`config.mk`:
```
export PLATFORM = sky130hd
export DESIGN_NAME = multicycle_sequencer_flat
export DESIGN_NICKNAME = d
export VERILOG_FILES = /design/src/rtl/multicycle_sequencer_if.sv /design/src/rtl/multicycle_sequencer.sv /design/src/flat_wrapper.sv
export SDC_FILE = /design/constraint.sdc
export NUM_CORES = 1
export LEC_CHECK = 0
export CORE_UTILIZATION = 50
export DETAILED_ROUTE_END_ITERATION = 10
export PLACE_DENSITY = 0.92
export SYNTH_ARGS = -nofsm -noshare
export SYNTH_HDL_FRONTEND = slang
export SYNTH_SLANG_ARGS = --single-unit
```
`constraint.sdc`:
```
create_clock -name clk -period 3.85 [get_ports clk]
set_clock_uncertainty 0.2 [all_clocks]
set_input_delay 0.77 -clock clk [delete_from_list [all_inputs] [get_ports clk]]
set_output_delay 0.77 -clock clk [all_outputs]
set_load 0.01 [all_outputs]
```
`src/rtl/multicycle_sequencer_if.sv`:
```
// Shared memory-port handshake between the multicycle sequencer and the memory arbiter/datapath.
interface multicycle_sequencer_if;
  logic mem_req;
  logic mem_we;
  logic mem_is_data;
  logic mem_ack;

  modport master (
    output mem_req,
    output mem_we,
    output mem_is_data,
    input  mem_ack
  );

  modport slave (
    input  mem_req,
    input  mem_we,
    input  mem_is_data,
    output mem_ack
  );
endinterface

```
`src/rtl/multicycle_sequencer.sv`:
```
// Multicycle FETCH/DECODE/EXECUTE/MEMORY/WRITEBACK sequencer for the non-pipelined LEGv8 core.
// Optional memory-wait timeout fault enabled by defining SEQ_MEM_TIMEOUT_EN.
module multicycle_sequencer #(
  parameter int unsigned TIMEOUT_CYCLES = 15
) (
  input  logic                          clk,
  input  logic                          rst_n,
  input  logic                          run,
  input  logic                          halt_req,
  input  logic                          mem_read,
  input  logic                          mem_write,
  input  logic                          reg_write,
  input  logic                          update_sreg,
  input  logic [2:0]                    branch_op,
  multicycle_sequencer_if.master        mem,
  output logic                          ir_load,
  output logic                          sreg_write_en,
  output logic                          branch_eval,
  output logic                          rf_write_en,
  output logic                          pc_write,
  output logic [2:0]                    state,
  output logic                          busy,
  output logic [31:0]                   retire_count,
  output logic                          mem_fault
);

  localparam int unsigned CNT_W = 32;

  typedef enum logic [2:0] {
    S_IDLE      = 3'd0,
    S_FETCH     = 3'd1,
    S_DECODE    = 3'd2,
    S_EXECUTE   = 3'd3,
    S_MEMORY    = 3'd4,
    S_WRITEBACK = 3'd5,
    S_HALT      = 3'd6
  } state_e;

  typedef struct packed {
    logic       mem_read;
    logic       mem_write;
    logic       reg_write;
    logic       update_sreg;
    logic [2:0] branch_op;
  } ctl_t;

  state_e             state_q;
  state_e             state_d;
  ctl_t               ctl_q;
  ctl_t               ctl_in_c;
  logic               retire_c;
  logic               timeout_c;
  logic [CNT_W-1:0]   retire_count_q;

  assign ctl_in_c = '{mem_read:    mem_read,
                      mem_write:   mem_write,
                      reg_write:   reg_write,
                      update_sreg: update_sreg,
                      branch_op:   branch_op};

  // Only the memory-phase bits are consumed after EXECUTE; the rest are kept for debug visibility.
  logic unused_ctl_c;
  assign unused_ctl_c = ^{ctl_q.reg_write, ctl_q.update_sreg, ctl_q.branch_op};

  // Next-state and strobe decode; ir_load and MEMORY retirement are qualified by mem_ack.
  always_comb begin
    state_d         = state_q;
    retire_c        = 1'b0;
    mem.mem_req     = 1'b0;
    mem.mem_we      = 1'b0;
    mem.mem_is_data = 1'b0;
    ir_load         = 1'b0;
    sreg_write_en   = 1'b0;
    branch_eval     = 1'b0;
    rf_write_en     = 1'b0;
    pc_write        = 1'b0;

    case (state_q)
      S_IDLE: begin
        if (run) state_d = S_FETCH;
      end
      S_FETCH: begin
        mem.mem_req = 1'b1;
        if (timeout_c) begin
          state_d = S_HALT;
        end else if (mem.mem_ack) begin
          ir_load = 1'b1;
          state_d = S_DECODE;
        end
      end
      S_DECODE: begin
        state_d = S_EXECUTE;
      end
      S_EXECUTE: begin
        sreg_write_en = ctl_in_c.update_sreg;
        branch_eval   = |ctl_in_c.branch_op;
        if (ctl_in_c.mem_read || ctl_in_c.mem_write) begin
          state_d = S_MEMORY;
        end else if (ctl_in_c.reg_write) begin
          state_d = S_WRITEBACK;
        end else begin
          retire_c = 1'b1;
        end
      end
      S_MEMORY: begin
        mem.mem_req     = 1'b1;
        mem.mem_is_data = 1'b1;
        mem.mem_we      = ctl_q.mem_write;
        if (timeout_c) begin
          state_d = S_HALT;
        end else if (mem.mem_ack) begin
          if (ctl_q.mem_read) state_d = S_WRITEBACK;
          else                retire_c = 1'b1;
        end
      end
      S_WRITEBACK: begin
        rf_write_en = 1'b1;
        retire_c    = 1'b1;
      end
      S_HALT: begin
        state_d = S_HALT;
      end
      default: begin
        state_d = S_IDLE;
      end
    endcase

    // Retirement: halt wins over run.
    if (retire_c) begin
      pc_write = 1'b1;
      if (halt_req)  state_d = S_HALT;
      else if (!run) state_d = S_IDLE;
      else           state_d = S_FETCH;
    end
  end

  // State, latched control bits and retirement counter.
  always_ff @(posedge clk) begin
    if (!rst_n) begin
      state_q        <= S_IDLE;
      ctl_q          <= '0;
      retire_count_q <= '0;
    end else begin
      state_q <= state_d;
      if (state_q == S_EXECUTE) ctl_q <= ctl_in_c;
      if (retire_c) retire_count_q <= retire_count_q + CNT_W'(1);
    end
  end

`ifdef SEQ_MEM_TIMEOUT_EN
  localparam int unsigned WAIT_W =
    ($clog2(TIMEOUT_CYCLES + 1) > 4) ? $clog2(TIMEOUT_CYCLES + 1) : 4;

  logic [WAIT_W-1:0] wait_cnt_q;
  logic              waiting_c;
  logic              mem_fault_q;

  assign waiting_c = mem.mem_req && !mem.mem_ack;
  // Fires on the TIMEOUT_CYCLES-th consecutive unacknowledged request cycle.
  assign timeout_c = waiting_c && (wait_cnt_q == WAIT_W'(TIMEOUT_CYCLES - 1));

  always_ff @(posedge clk) begin
    if (!rst_n) begin
      wait_cnt_q  <= '0;
      mem_fault_q <= 1'b0;
    end else begin
      if (waiting_c && !timeout_c && (state_d == state_q)) wait_cnt_q <= wait_cnt_q + WAIT_W'(1);
      else                                                 wait_cnt_q <= '0;
      if (timeout_c) mem_fault_q <= 1'b1;
    end
  end

  assign mem_fault = mem_fault_q;
`else
  localparam int unsigned unused_timeout_cycles = TIMEOUT_CYCLES;

  assign timeout_c = 1'b0;
  assign mem_fault = 1'b0;
`endif

  assign state        = state_q;
  assign busy         = (state_q != S_IDLE) && (state_q != S_HALT);
  assign retire_count = retire_count_q;

endmodule

```
`src/flat_wrapper.sv`:
```
// flat-port wrapper written by rule: the top's interface ports become plain ports
module multicycle_sequencer_flat 
#(
  parameter int unsigned TIMEOUT_CYCLES = 15
)
  (clk, rst_n, run, halt_req, mem_read, mem_write, reg_write, update_sreg, branch_op, ir_load, sreg_write_en, branch_eval, rf_write_en, pc_write, state, busy, retire_count, mem_fault, mem_mem_req, mem_mem_we, mem_mem_is_data, mem_mem_ack);
  multicycle_sequencer_if mem_i ();
  input  logic clk;
  input  logic rst_n;
  input  logic run;
  input  logic halt_req;
  input  logic mem_read;
  input  logic mem_write;
  input  logic reg_write;
  input  logic update_sreg;
  input  logic [2:0] branch_op;
  output logic ir_load;
  output logic sreg_write_en;
  output logic branch_eval;
  output logic rf_write_en;
  output logic pc_write;
  output logic [2:0] state;
  output logic busy;
  output logic [31:0] retire_count;
  output logic mem_fault;
  output wire logic [$bits(mem_i.mem_req)-1:0] mem_mem_req;
  output wire logic [$bits(mem_i.mem_we)-1:0] mem_mem_we;
  output wire logic [$bits(mem_i.mem_is_data)-1:0] mem_mem_is_data;
  input wire logic [$bits(mem_i.mem_ack)-1:0] mem_mem_ack;
  assign mem_mem_req = mem_i.mem_req;
  assign mem_mem_we = mem_i.mem_we;
  assign mem_mem_is_data = mem_i.mem_is_data;
  assign mem_i.mem_ack = mem_mem_ack;
  multicycle_sequencer #(.TIMEOUT_CYCLES(TIMEOUT_CYCLES)) u_core (.clk(clk), .rst_n(rst_n), .run(run), .halt_req(halt_req), .mem_read(mem_read), .mem_write(mem_write), .reg_write(reg_write), .update_sreg(update_sreg), .branch_op(branch_op), .mem(mem_i), .ir_load(ir_load), .sreg_write_en(sreg_write_en), .branch_eval(branch_eval), .rf_write_en(rf_write_en), .pc_write(pc_write), .state(state), .busy(busy), .retire_count(retire_count), .mem_fault(mem_fault));
endmodule
```
Word level (Yosys, flattened, before mapping)
Index checks and enable logic that the tools add are counted.
W data, S select, Z words.
{"block": "totals", "ff_bits": 37, "in_bits": 12, "output_inout_bits": 45, "wordCells": 49}
{"block": "classes", "add_sub_neg": 1, "eq_ne": 13, "n_mux": 24, "n_reduce_logical": 7}
{"operator": "$add A32 B1 Y32 const B", "n": 1}
{"operator": "$mux W3", "n": 8}
{"operator": "$pmux W3 S7", "n": 1}
{"operator": "$mux W1", "n": 14}
{"operator": "$eq A3 B3 Y1 const B", "n": 3}
{"operator": "$ne A3 B2 Y1 const B", "n": 3}
{"operator": "$eq A3 B2 Y1 const B", "n": 2}
{"operator": "$reduce_and A6 Y1", "n": 1}
{"operator": "$ne A4 B2 Y1 const B", "n": 1}
{"operator": "$eq A3 B1 Y1 const B", "n": 1}
{"operator": "$logic_not A3 Y1", "n": 1}
{"operator": "$ne A3 B1 Y1 const B", "n": 1}
{"operator": "$ne A3 B3 Y1 const B", "n": 1}
{"operator": "$pmux W1 S3", "n": 1}
{"operator": "$reduce_bool A3 Y1", "n": 1}
{"operator": "$reduce_or A3 Y1", "n": 1}
{"operator": "$ne A2 B1 Y1 const B", "n": 1}
{"operator": "$reduce_or A2 Y1", "n": 1}
{"operator": "$logic_and A1 B1 Y1", "n": 1}
{"operator": "$logic_or A1 B1 Y1", "n": 1}

Depth between registers and ports, before layout
{"block": "logic_depth", "depth_word": 5, "mapped_depth": 8, "mapped_depth_nobuf": 5}

Least setup slack after synthesis
No wires, ideal clock.
{"block": "synth_timing", "kind": "input port to output port", "from": "input mem_mem_ack", "to": "output pc_write", "arrival_ns": 1.675, "t_required_ns": 2.880, "path_slack_ns": 1.205, "cell_stages": 4, "path_buffers": 1, "cell_sequence": "nor2b_1 -> o21ai_0 -> clkbuf_1 -> nand2_1"}
{"block": "synth_between", "elab_chain_cells": 3}
{"item": "start, declared", "line": "flat_wrapper.sv:29", "rtl": "input wire logic [$bits(mem_i.mem_ack)-1:0] mem_mem_ack;"}
{"item": "$mux W1", "line": "multicycle_sequencer.sv:111", "rtl": "end else if (mem.mem_ack) begin"}
{"item": "$pmux W1 S3", "line": "multicycle_sequencer.sv:78", "rtl": "case (state_q)"}
{"item": "$mux W1", "line": "multicycle_sequencer.sv:129", "rtl": "if (retire_c) begin"}
{"item": "end, declared", "line": "flat_wrapper.sv:21", "rtl": "output logic pc_write;"}
No other way between the ends.

Final worst setup path
{"block": "layout_timing", "from": "input mem_write", "to": "output pc_write"}
{"block": "layout_between", "elab_chain_cells": 4}
{"item": "start, declared", "line": "flat_wrapper.sv:13", "rtl": "input logic mem_write;"}
{"item": "$logic_or A1 B1 Y1", "line": "multicycle_sequencer.sv:97", "rtl": "if (ctl_in_c.mem_read || ctl_in_c.mem_write) begin"}
{"item": "$mux W1", "line": "multicycle_sequencer.sv:97"}
{"item": "$pmux W1 S3", "line": "multicycle_sequencer.sv:78"}
{"item": "$mux W1", "line": "multicycle_sequencer.sv:129"}
No other way between the ends.

==> impl_metrics.tcl <==
set metrics [dict create \
    min_period_over_period_pct 91.41 \
    start_kind "input pin" \
    vias 1906 \
    outcome "finished, final reports clean" \
    fin_hold_ws_ns 0.2909 \
    ctsHoldBuffers 0 \
    synth_nets 244 \
    multi_input_area_sq_um 1061 \
    cts_resized 0 \
    dp_hpwl_um 3221 \
    critPathRequiredTime_ns 2.88 \
    mostFrequentLayoutCells "clkdlybuf4s50_1 (55), dfxtp_1 (37), nor2_1 (28), a21oi_1 (19), xnor2_1 (18)" \
    grt_pass1_wl_um 7493 \
    finalWirelength_um 4496 \
    final_common_cell "clkdlybuf4s50_1" \
    fin_tns_setup_ns 0 \
    synth_edf_count 0 \
    relSlewSlack_pct 62.65 \
    crit_family "buffers and inverters" \
    gr-total-overflow 0 \
    post-cts-setup-buffers 0 \
    peakVddDrop_mv 0.1713 \
    drv_slew 0 \
    register_area_sq_um 740.7 \
    setup_violations 0 \
    design_power_total_uw 736.2 \
    drive_gt1_share_pct 4.561 \
    dieArea_sq_um 4031 \
    initial_core_util_pct 54.51 \
    crit_chain "clkdlybuf4s50_1 -> or4_4 -> nand2_1 -> clkdlybuf4s50_1" \
    cts_sinks 37 \
    clk_pin_slew_worst_paths_ns 0.07 \
    synth.ff_latch_count 37 \
    nFillCells 272 \
    num-nets-final 297 \
    reg2reg_depth 6 \
    synthFlopType "dfxtp_1" \
    cts-htree-levels 2 \
    worstMarginPinSlew_ns 0.5569 \
    antenna_left 0 \
    clk_path_buf_depth 2 \
    synthCells 231 \
    root_buffer "clkbuf_8" \
    grt_antenna_before_repair 0 \
    leakage_nw 0.8238 \
    critPathSlowestCell "clkdlybuf4s50_1" \
    final_cell_area_sq_um 2549 \
    avgSynthCellArea_sq_um 8.184 \
    initialDrtViolationCount 119 \
    max_stage_delay_ns 0.58 \
    grt_pass1_vias 1723 \
    numCtsBuffers 5 \
    rsz0062_at_grt "false" \
    ys_types 39 \
    cts_tree "done" \
    synth_seq_area_share_pct 39.18 \
    final_util_pct 73.48 \
    grt_max_degree 22 \
    cp.arrival_ns 2.55 \
    die-width_um 63.49 \
    fmax_ghz 0.2841 \
    cp-end-kind "primary output" \
    clock_latency_ns 0.29 \
    drc 0 \
    wl_per_cell_um 13.58 \
    grt_use_total_pct 23.37 \
    hold_viol_final 0 \
    ys_warn_count 0 \
    portBuffers 55 \
    netlist_area_sq_um 1891 \
    core_area_sq_um 3468 \
    crit_type "in -> out" \
    hold_depth 2 \
    cp_common_cell "clkdlybuf4s50_1" \
    vias_per_cell 5.758 \
    fin_crit_ns 3.519 \
    area_growth_pct 34.81 \
    worstPathMaxFanout 6 \
    die_y_um 63.49 \
    gp_congestion 0.7904 \
    ioPinCount 57 \
    worst-path-stages 4 \
    hp-class "reg -> reg" \
    place_area_sq_um 2466 \
    core.rowCount 21 \
    path_buf_inv 2 \
    pwr_density_cell_nw_per_um2 288.9 \
    async_reset_ff_share_pct 0 \
    antenna_cells 0 \
    drv_cap 0 \
    drt_pass1_iterations 4 \
]
## synthesized netlist by cell type, drive strengths merged, types with 6 or more instances
cell    count  area share [%]
clkbuf      7             1.4
a211oi      9             3.6
nand2b      6             2.0
nor2       28             5.6
nand2      17             3.4
dfxtp      37              39
xnor2      18             8.3
inv         8             1.6
a21oi      19             5.0
or3         9             3.0
o21ai       9             2.4
nand3      14             3.7
## power breakdown
group	total, mW	switching [mW]	leakage (nW)	internal, mW
Combinational	0.0825	0.0384	0.481	0.0441
Sequential	0.398	0.0106	0.298	0.387
Clock	0.256	0.131	0.0450	0.125
Total	0.736	0.180	0.824	0.556
## routing by layer
layer / global-route usage, % / routed length [um] / vias to the layer above
li1: - / - / 935
met1: 27.47 / 1945 / 872
met2: 38.70 / 2137 / 90
met3: 7.428 / 331 / 9
met4: 9.943 / 81 / 0
met5: 0 / 0 / -
## area by class of cell
class,count,share of cell area [%]
Multi-Input combinational cell,173,41.63
Sequential cell,37,29.06
Timing Repair Buffer,58,22.48
Clock buffer,6,2.847
Tap cell,46,2.258
Inverter,9,1.325
Clock inverter,2,0.3927
## path summary, 6_finish.rpt
check | from | endpoint | slack (ns)
worst max-delay path | mem_write | pc_write | 0.33
worst min-delay path | u_core.retire_count[31]$_SDFFE_PN0P_ | u_core.retire_count[31]$_SDFFE_PN0P_ | 0.29
worst max register to register | u_core.state[1]$_SDFFE_PN0P_ | u_core.retire_count[28]$_SDFFE_PN0P_ | 0.93
worst min register to register | u_core.retire_count[31]$_SDFFE_PN0P_ | u_core.retire_count[31]$_SDFFE_PN0P_ | 0.29
## through the flow
step,std cells,worst slack (ns)
floorplan,231,1.205
global placement,323,0.3731
detailed placement,323,0.3437
CTS,331,0.3346
global route,331,0.2926
finish,331,0.3307
## state kept, by name, summed over array words and instances (netlist names)
register             cells
u_core.state             3
u_core.ctl_q             2
u_core.retire_count     32
## cell families after synthesis
| family | share of synthesized area, % |
|---|---|
| xor gates and xnor gates | 8.339 |
| and+or+nand+nor | 27.00 |
| buffers and inverters | 4.699 |
| DFF | 39.18 |
| other | 0.1984 |
| AOI/OAI and AO/OA | 18.33 |
| adders and majority gates | 0.6617 |
| muxes | 1.588 |
## worst min-delay path: stages, from the launching register on
cell and delay [ns]:
dfxtp_1 0.33, o31ai_1 0.07, a21oi_1 0.05
No activity file was read; power rests on OpenSTA's default activity.
